==> src/rtl/ovc_credit_status_pkg.sv <==
// Shared types, constants and helpers for the output-VC credit/status tracker.
package ovc_credit_status_pkg;

  // Ceiling log2. Returns the number of bits needed to index 'value' items.
  function automatic int unsigned log2(input int unsigned value);
    int unsigned n;
    n = 0;
    while ((64'd1 << n) < 64'(value)) n++;
    return n;
  endfunction

  // Router defaults: 4 VCs per port, 5 ports, 4-flit downstream buffers.
  localparam int unsigned V_DEF = 4;
  localparam int unsigned P_DEF = 5;
  localparam int unsigned B_DEF = 4;

  localparam int unsigned PV = V_DEF * P_DEF;
  localparam int unsigned Bw = log2(B_DEF + 1);

  // Bit positions in err_all.
  localparam int unsigned ERR_CRD_OVF    = 0;
  localparam int unsigned ERR_SEND_EMPTY = 1;
  localparam int unsigned ERR_DBL_ALLOC  = 2;
  localparam int unsigned ERR_W          = 3;

  // Credit counter action selected by the send/credit pulse pair.
  typedef enum logic [1:0] {
    CNT_HOLD = 2'd0,
    CNT_DEC  = 2'd1,
    CNT_INC  = 2'd2
  } cnt_op_e;

  // Per-cell error pulses, valid in the cycle the offending event arrives.
  typedef struct packed {
    logic dbl_alloc;
    logic send_empty;
    logic crd_ovf;
  } cell_err_t;

endpackage

==> src/rtl/ovc_credit_status_if.sv <==
// Allocator/crossbar side bundle of the output-VC status tracker.
interface ovc_credit_status_if
  import ovc_credit_status_pkg::*;
#(
  parameter int unsigned PV = ovc_credit_status_pkg::PV,
  parameter int unsigned BW = ovc_credit_status_pkg::Bw
);

  logic [PV-1:0]    ovc_allocated_all;
  logic [PV-1:0]    flit_sent_all;
  logic [PV-1:0]    tail_sent_all;
  logic [PV-1:0]    credit_in_all;

  logic [PV-1:0]    ovc_avalable_all;
  logic [PV-1:0]    full_all;
  logic [PV-1:0]    nearly_full_all;
  logic [PV-1:0]    empty_all;
  logic [PV*BW-1:0] credit_count_all;
  logic [ERR_W-1:0] err_all;

  // Router side: issues grants, sent flits and returned credits.
  modport master (
    output ovc_allocated_all, flit_sent_all, tail_sent_all, credit_in_all,
    input  ovc_avalable_all, full_all, nearly_full_all, empty_all,
           credit_count_all, err_all
  );

  // Tracker side.
  modport slave (
    input  ovc_allocated_all, flit_sent_all, tail_sent_all, credit_in_all,
    output ovc_avalable_all, full_all, nearly_full_all, empty_all,
           credit_count_all, err_all
  );

endinterface

==> src/rtl/ovc_credit_status_cell.sv <==
// One output VC: credit counter, ownership flag, registered status decode
// and single-cycle error pulses.
module ovc_status_cell
  import ovc_credit_status_pkg::*;
#(
  parameter int unsigned B            = 4,
  parameter int unsigned MIN_PCK_SIZE = 2,
  parameter int unsigned CW           = 3
) (
  input  logic          clk,
  input  logic          reset,
  input  logic          alloc,
  input  logic          sent,
  input  logic          tail,
  input  logic          credit,
  output logic          avail,
  output logic          full,
  output logic          nearly_full,
  output logic          empty,
  output logic [CW-1:0] cnt,
  output cell_err_t     err
);

  localparam logic [CW-1:0] CNT_MAX = CW'(B);
  localparam logic [CW-1:0] CNT_ONE = CW'(1);

  logic [CW-1:0] cnt_q, cnt_d;
  logic          own_q, own_d;
  logic          tail_v;
  cnt_op_e       op;

  // A tail only counts when it rides on an actually sent flit.
  assign tail_v = sent & tail;

  // Send and credit in the same cycle cancel out, even at zero credit.
  always_comb begin
    unique case ({sent, credit})
      2'b10:   op = CNT_DEC;
      2'b01:   op = CNT_INC;
      default: op = CNT_HOLD;
    endcase
  end

  // Saturating credit counter next state and boundary errors.
  always_comb begin
    cnt_d          = cnt_q;
    err.crd_ovf    = 1'b0;
    err.send_empty = 1'b0;
    unique case (op)
      CNT_DEC: begin
        if (cnt_q == '0) err.send_empty = 1'b1;
        else             cnt_d = cnt_q - CNT_ONE;
      end
      CNT_INC: begin
        if (cnt_q == CNT_MAX) err.crd_ovf = 1'b1;
        else                  cnt_d = cnt_q + CNT_ONE;
      end
      default: cnt_d = cnt_q;
    endcase
  end

  // Ownership: tail release wins over a same-cycle grant.
  always_comb begin
    own_d         = own_q;
    err.dbl_alloc = 1'b0;
    if (tail_v) begin
      own_d = 1'b0;
      if (alloc && (MIN_PCK_SIZE > 1)) err.dbl_alloc = 1'b1;
    end else if (alloc) begin
      own_d = 1'b1;
      if (own_q) err.dbl_alloc = 1'b1;
    end
  end

  // State and status flags; flags are decoded from next state so every
  // output comes straight from a flop.
  always_ff @(posedge clk) begin
    if (!reset) begin
      cnt_q       <= CNT_MAX;
      own_q       <= 1'b0;
      avail       <= 1'b1;
      full        <= 1'b0;
      nearly_full <= (CNT_MAX == CNT_ONE);
      empty       <= 1'b1;
    end else begin
      cnt_q       <= cnt_d;
      own_q       <= own_d;
      avail       <= ~own_d;
      full        <= (cnt_d == '0);
      nearly_full <= (cnt_d == CNT_ONE);
      empty       <= (cnt_d == CNT_MAX) && !own_d;
    end
  end

  assign cnt = cnt_q;

endmodule

==> src/rtl/ovc_credit_status.sv <==
// Per-output-VC status and credit tracker feeding the VC/switch allocator.
module ovc_credit_status
  import ovc_credit_status_pkg::*;
#(
  parameter int unsigned V            = 4,
  parameter int unsigned P            = 5,
  parameter int unsigned B            = 4,
  parameter int unsigned MIN_PCK_SIZE = 2
) (
  input  logic                clk,
  input  logic                reset,
  ovc_credit_status_if.slave  st
);

  localparam int unsigned NPV = V * P;
  localparam int unsigned CW  = log2(B + 1);

  cell_err_t        cell_err [NPV];
  logic [ERR_W-1:0] err_pulse;
  logic [ERR_W-1:0] err_q;

  for (genvar i = 0; i < NPV; i++) begin : g_cell
    ovc_status_cell #(
      .B            (B),
      .MIN_PCK_SIZE (MIN_PCK_SIZE),
      .CW           (CW)
    ) u_cell (
      .clk         (clk),
      .reset       (reset),
      .alloc       (st.ovc_allocated_all[i]),
      .sent        (st.flit_sent_all[i]),
      .tail        (st.tail_sent_all[i]),
      .credit      (st.credit_in_all[i]),
      .avail       (st.ovc_avalable_all[i]),
      .full        (st.full_all[i]),
      .nearly_full (st.nearly_full_all[i]),
      .empty       (st.empty_all[i]),
      .cnt         (st.credit_count_all[i*CW +: CW]),
      .err         (cell_err[i])
    );
  end

  // OR-reduce the per-cell error pulses into one pulse per error class.
  always_comb begin
    err_pulse = '0;
    for (int unsigned i = 0; i < NPV; i++) begin
      err_pulse[ERR_CRD_OVF]    = err_pulse[ERR_CRD_OVF]    | cell_err[i].crd_ovf;
      err_pulse[ERR_SEND_EMPTY] = err_pulse[ERR_SEND_EMPTY] | cell_err[i].send_empty;
      err_pulse[ERR_DBL_ALLOC]  = err_pulse[ERR_DBL_ALLOC]  | cell_err[i].dbl_alloc;
    end
  end

  // Sticky error flags, cleared only by reset.
  always_ff @(posedge clk) begin
    if (!reset) err_q <= '0;
    else        err_q <= err_q | err_pulse;
  end

  assign st.err_all = err_q;

endmodule

==> src/flat_wrapper.sv <==
// flat-port wrapper written by rule: the top's interface ports become plain ports
module ovc_credit_status_flat import ovc_credit_status_pkg::*;
#(
  parameter int unsigned V            = 4,
  parameter int unsigned P            = 5,
  parameter int unsigned B            = 4,
  parameter int unsigned MIN_PCK_SIZE = 2
)
  (clk, reset, st_ovc_allocated_all, st_flit_sent_all, st_tail_sent_all, st_credit_in_all, st_ovc_avalable_all, st_full_all, st_nearly_full_all, st_empty_all, st_credit_count_all, st_err_all);
  ovc_credit_status_if #(.PV(PV), .BW((3))) st_i ();
  input  logic clk;
  input  logic reset;
  input wire logic [$bits(st_i.ovc_allocated_all)-1:0] st_ovc_allocated_all;
  input wire logic [$bits(st_i.flit_sent_all)-1:0] st_flit_sent_all;
  input wire logic [$bits(st_i.tail_sent_all)-1:0] st_tail_sent_all;
  input wire logic [$bits(st_i.credit_in_all)-1:0] st_credit_in_all;
  output wire logic [$bits(st_i.ovc_avalable_all)-1:0] st_ovc_avalable_all;
  output wire logic [$bits(st_i.full_all)-1:0] st_full_all;
  output wire logic [$bits(st_i.nearly_full_all)-1:0] st_nearly_full_all;
  output wire logic [$bits(st_i.empty_all)-1:0] st_empty_all;
  output wire logic [$bits(st_i.credit_count_all)-1:0] st_credit_count_all;
  output wire logic [$bits(st_i.err_all)-1:0] st_err_all;
  assign st_i.ovc_allocated_all = st_ovc_allocated_all;
  assign st_i.flit_sent_all = st_flit_sent_all;
  assign st_i.tail_sent_all = st_tail_sent_all;
  assign st_i.credit_in_all = st_credit_in_all;
  assign st_ovc_avalable_all = st_i.ovc_avalable_all;
  assign st_full_all = st_i.full_all;
  assign st_nearly_full_all = st_i.nearly_full_all;
  assign st_empty_all = st_i.empty_all;
  assign st_credit_count_all = st_i.credit_count_all;
  assign st_err_all = st_i.err_all;
  ovc_credit_status #(.V(V), .P(P), .B(B), .MIN_PCK_SIZE(MIN_PCK_SIZE)) u_core (.clk(clk), .reset(reset), .st(st_i));
endmodule
==> config.mk <==
export PLATFORM = sky130hd
export DESIGN_NAME = ovc_credit_status_flat
export DESIGN_NICKNAME = d
export VERILOG_FILES = /design/src/rtl/ovc_credit_status_pkg.sv /design/src/rtl/ovc_credit_status_if.sv /design/src/rtl/ovc_credit_status_cell.sv /design/src/rtl/ovc_credit_status.sv /design/src/flat_wrapper.sv
export SDC_FILE = /design/constraint.sdc
export NUM_CORES = 1
export LEC_CHECK = 0
export CAP_MARGIN = 10
export CORE_ASPECT_RATIO = 0.6
export CORE_MARGIN = 2
export CORE_UTILIZATION = 45
export DETAILED_ROUTE_END_ITERATION = 10
export PLACE_DENSITY_LB_ADDON = 0.15
export RECOVER_POWER = 100
export SYNTH_ARGS = -nofsm -noshare
export SYNTH_HDL_FRONTEND = slang
export SYNTH_HIERARCHICAL = 1
export SYNTH_SLANG_ARGS = --single-unit
==> constraint.sdc <==
create_clock -name clk -period 2.5 [get_ports clk]
set_clock_uncertainty 0.1 [all_clocks]
set_input_delay 0.5 -clock clk [delete_from_list [all_inputs] [get_ports clk]]
set_output_delay 0.5 -clock clk [all_outputs]
set_load 0.03 [all_outputs]
==> impl_metrics.toml <==
[synth]
ys.flop_type = "dfxtp_1"
synth.mux.area_fraction_pct = 4.90
yosys_warnings = 6
yosysSeqAreaShare_pct = 32.9
synth-seq-cells = 163
synth-edff-count = 0
synth-compound-area-share_pct = 17.8
synthAdderAreaFrac_pct = 12.6
synthSimpleGateAreaFrac_pct = 24.9
async_flop_share_pct = 0
synth_xor_area_share_pct = 0
syn_area_sq_um = 9910
syn_inst = 1050
synth_nets = 1232
yosysUniqueCellTypes = 38
synth_top_family_by_area = "simple AND/OR/NAND/NOR gates"
syn_avg_cell_area_sq_um = 9.44

[route]
wire_per_inst_um = 16.1
dr.pass1.iters = 5
drtAntennaViolNets = 0
num_vias = 8682
detail_route.vias_per_cell = 5.24
wl_um = 26600
drtIter0Drc = 449
drc_errors = 0

[sta]
worstMarginPinSlew_ps = 716
fmax_mhz = 417
hold_viol = 0
fin_crit_ps = 2400
grt_setup_unrepaired = "false"
maxSlewViolCount = 0
setup_tns_ps = 0
fin_crit_sh_pct = 95.9
finalSetupViolCount = 0
whs_ps = 388
maxSlewHeadroom_pct = 51.8

[floorplan]
die-width_um = 196
dieHeight_um = 119
rows = 41
die_area_sq_um = 23300
start_util_pct = 46.5
pin_count = 225
core-area_sq_um = 21300

[clock_network]
clock-root-buffer = "clkbuf_16"
tritoncts = "built"
clk_pin_slew_ps = 70
ctsHtreeMaxLevel = 4
clock_latency_ps = 440
numCtsBuffers = 17
cts.path.max_buffers = 2
cts_setup_buffers = 0
cts_sinks = 163

[finish]
layout_commonest_cell = "dfxtp_1"
drive_above_1_share_pct = 12.4
fin_util_pct = 62.7
nets = 1546
area_growth_pct = 34.7
layout_common_cells = "163 x dfxtp_1, 154 x dlygate4sd3_1, 101 x inv_1, 100 x ha_1, 69 x clkdlybuf4s50_1"

[global_route]
grt_pass1_vias = 8014
grt-ovfl-total = 0
grt_usage_pct = 23.1
grt_pass1_wl_um = 42700
grt_max_degree = 56
antenna_found_initial = 2

[min_path]
hold_class = "primary input to flip-flop"

[critical_path]
end_kind = "output pin"
crit_chain = "dlygate4sd3_1"
reg2reg_slack_ps = 170
critPathSlowestCell = "dlygate4sd3_1"
path_max_fanout = 10
crit_family = "buffers and inverters"
cp.arrival_ps = 1800
cp_slowest_stage_delay_ps = 800
worst-path-buf-inv = 1
criticalPathCategory = "flip-flop to output pin"
startpoint_type = "flip-flop"
required_ps = 1900

[placement]
io_buffers = 224
post-dp-hpwl_um = 20800
gp_congestion = 0.845

[pwr]
leakage_uw = 0.00585
power.density_nw_per_um2 = 612
max-vdd-ir-drop_mv = 0.628

[run]
maxCapViolations = 0

[status]
status = "finished clean"
-- Yosys cell counts (20+ instances only) --
| cell | instances | area (sq um) |
|---|---|---|
| dfxtp_1 | 163 | 3260 |
| inv_1 | 101 | 379 |
| ha_1 | 100 | 1250 |
| and2_1 | 60 | 375 |
| nor2b_1 | 59 | 369 |
| nor2_1 | 43 | 161 |
| o21ai_0 | 42 | 210 |
| a21oi_1 | 41 | 205 |
| and3_1 | 39 | 244 |
| nor3_1 | 24 | 120 |
| nand4_1 | 23 | 144 |
| a22oi_1 | 20 | 150 |
| buf_6 | 20 | 225 |
| mux2i_1 | 20 | 200 |
| nand2_1 | 20 | 75.1 |
| nand2b_1 | 20 | 125 |
| nand3b_1 | 20 | 150 |
| o41ai_2 | 20 | 325 |
-- state kept, by name, summed over array words and instances, names as in the netlist --
register                          cells
u_core/g_cell.u_cell/full            20
u_core/g_cell.u_cell/avail           20
u_core/g_cell.u_cell/cnt             60
u_core/g_cell.u_cell/own_q           20
u_core/g_cell.u_cell/nearly_full     20
u_core/st.err_all                     3
u_core/g_cell.u_cell/empty           20
-- repair_timing --
action / in CTS / in global routing
gates resized for setup: 0 / 1
endpoints found under the hold margin: 0 / 0
hold buffers: 0 / 0
setup endpoints to repair: 0 / 1
-- where the power goes --
group,leakage [uW],internal [uW],switching (uW)
registers,0.00135,2820,197
clock network,0.000315,1760,1100
logic,0.00418,1000,1280
total,0.00585,5580,2580
-- final cells by class --
cell class / instances / area, sq um
clock buffers: 21 / 470
multi-input cells: 747 / 5790
well taps: 279 / 349
clock inverters: 11 / 175
flip-flops and latches: 163 / 3260
fillers: 1817 / 7950
repair buffers: 315 / 2840
diodes: 1 / 2.50
inverters: 120 / 450
-- worst reg2reg max path, delay by kind of cell (launching register included) --
kind                     cells  cell delay (ps)
AND/OR/NAND/NOR              3              780
AO/OA/AOI/OAI                1              370
flip-flops                   1              400
buffers and inverters        2              260
adder cells (fa/ha/maj)      1              290
-- metrics by stage --
stage | cell area, sq um | setup slack (ps) | total power [uW] | cells
2_1_floorplan | 9910 | 326 | 4530 | 1050
3_3_place_gp | 13000 | -294 | 5460 | 1624
3_5_place_dp | 13000 | -302 | 5500 | 1624
4_1_cts | 13600 | 128 | 8370 | 1656
5_1_grt | 13300 | 38.3 | 8560 | 1656
6_report | 13300 | 103 | 8160 | 1657
-- worst paths after layout --
check,startpoint,endpoint,cells after the start
hold reg to reg,u_core/g_cell[17].u_cell/own_q,u_core/g_cell[17].u_cell/own_q,3
setup reg to reg,u_core/g_cell[14].u_cell/cnt[0],u_core/st.err_all[0],7
hold / removal,reset,u_core/g_cell[5].u_cell/empty,3
setup / recovery,u_core/g_cell[13].u_cell/cnt[2],st_credit_count_all[41],1
-- kinds of logic (layout without fill, tap and decap cells) --
| logic type | Yosys count | count (layout) |
|---|---|---|
| and+or+nand+nor | 383 | 383 |
| muxes | 39 | 39 |
| AOI/OAI and AO/OA | 225 | 225 |
| DFF | 163 | 163 |
| adders and majority gates | 100 | 100 |
| other | 0 | 1 |
| buffers and inverters | 140 | 467 |
-- per-layer routing --
| metal | routed length [um] | GRT usage, % |
|---|---|---|
| met1 | 14200 | 35.0 |
| met2 | 10500 | 31.7 |
| met3 | 1770 | 7.05 |
| met4 | 182 | 4.15 |
| met5 | 16 | 0 |
(Power assumes the default switching activity.)
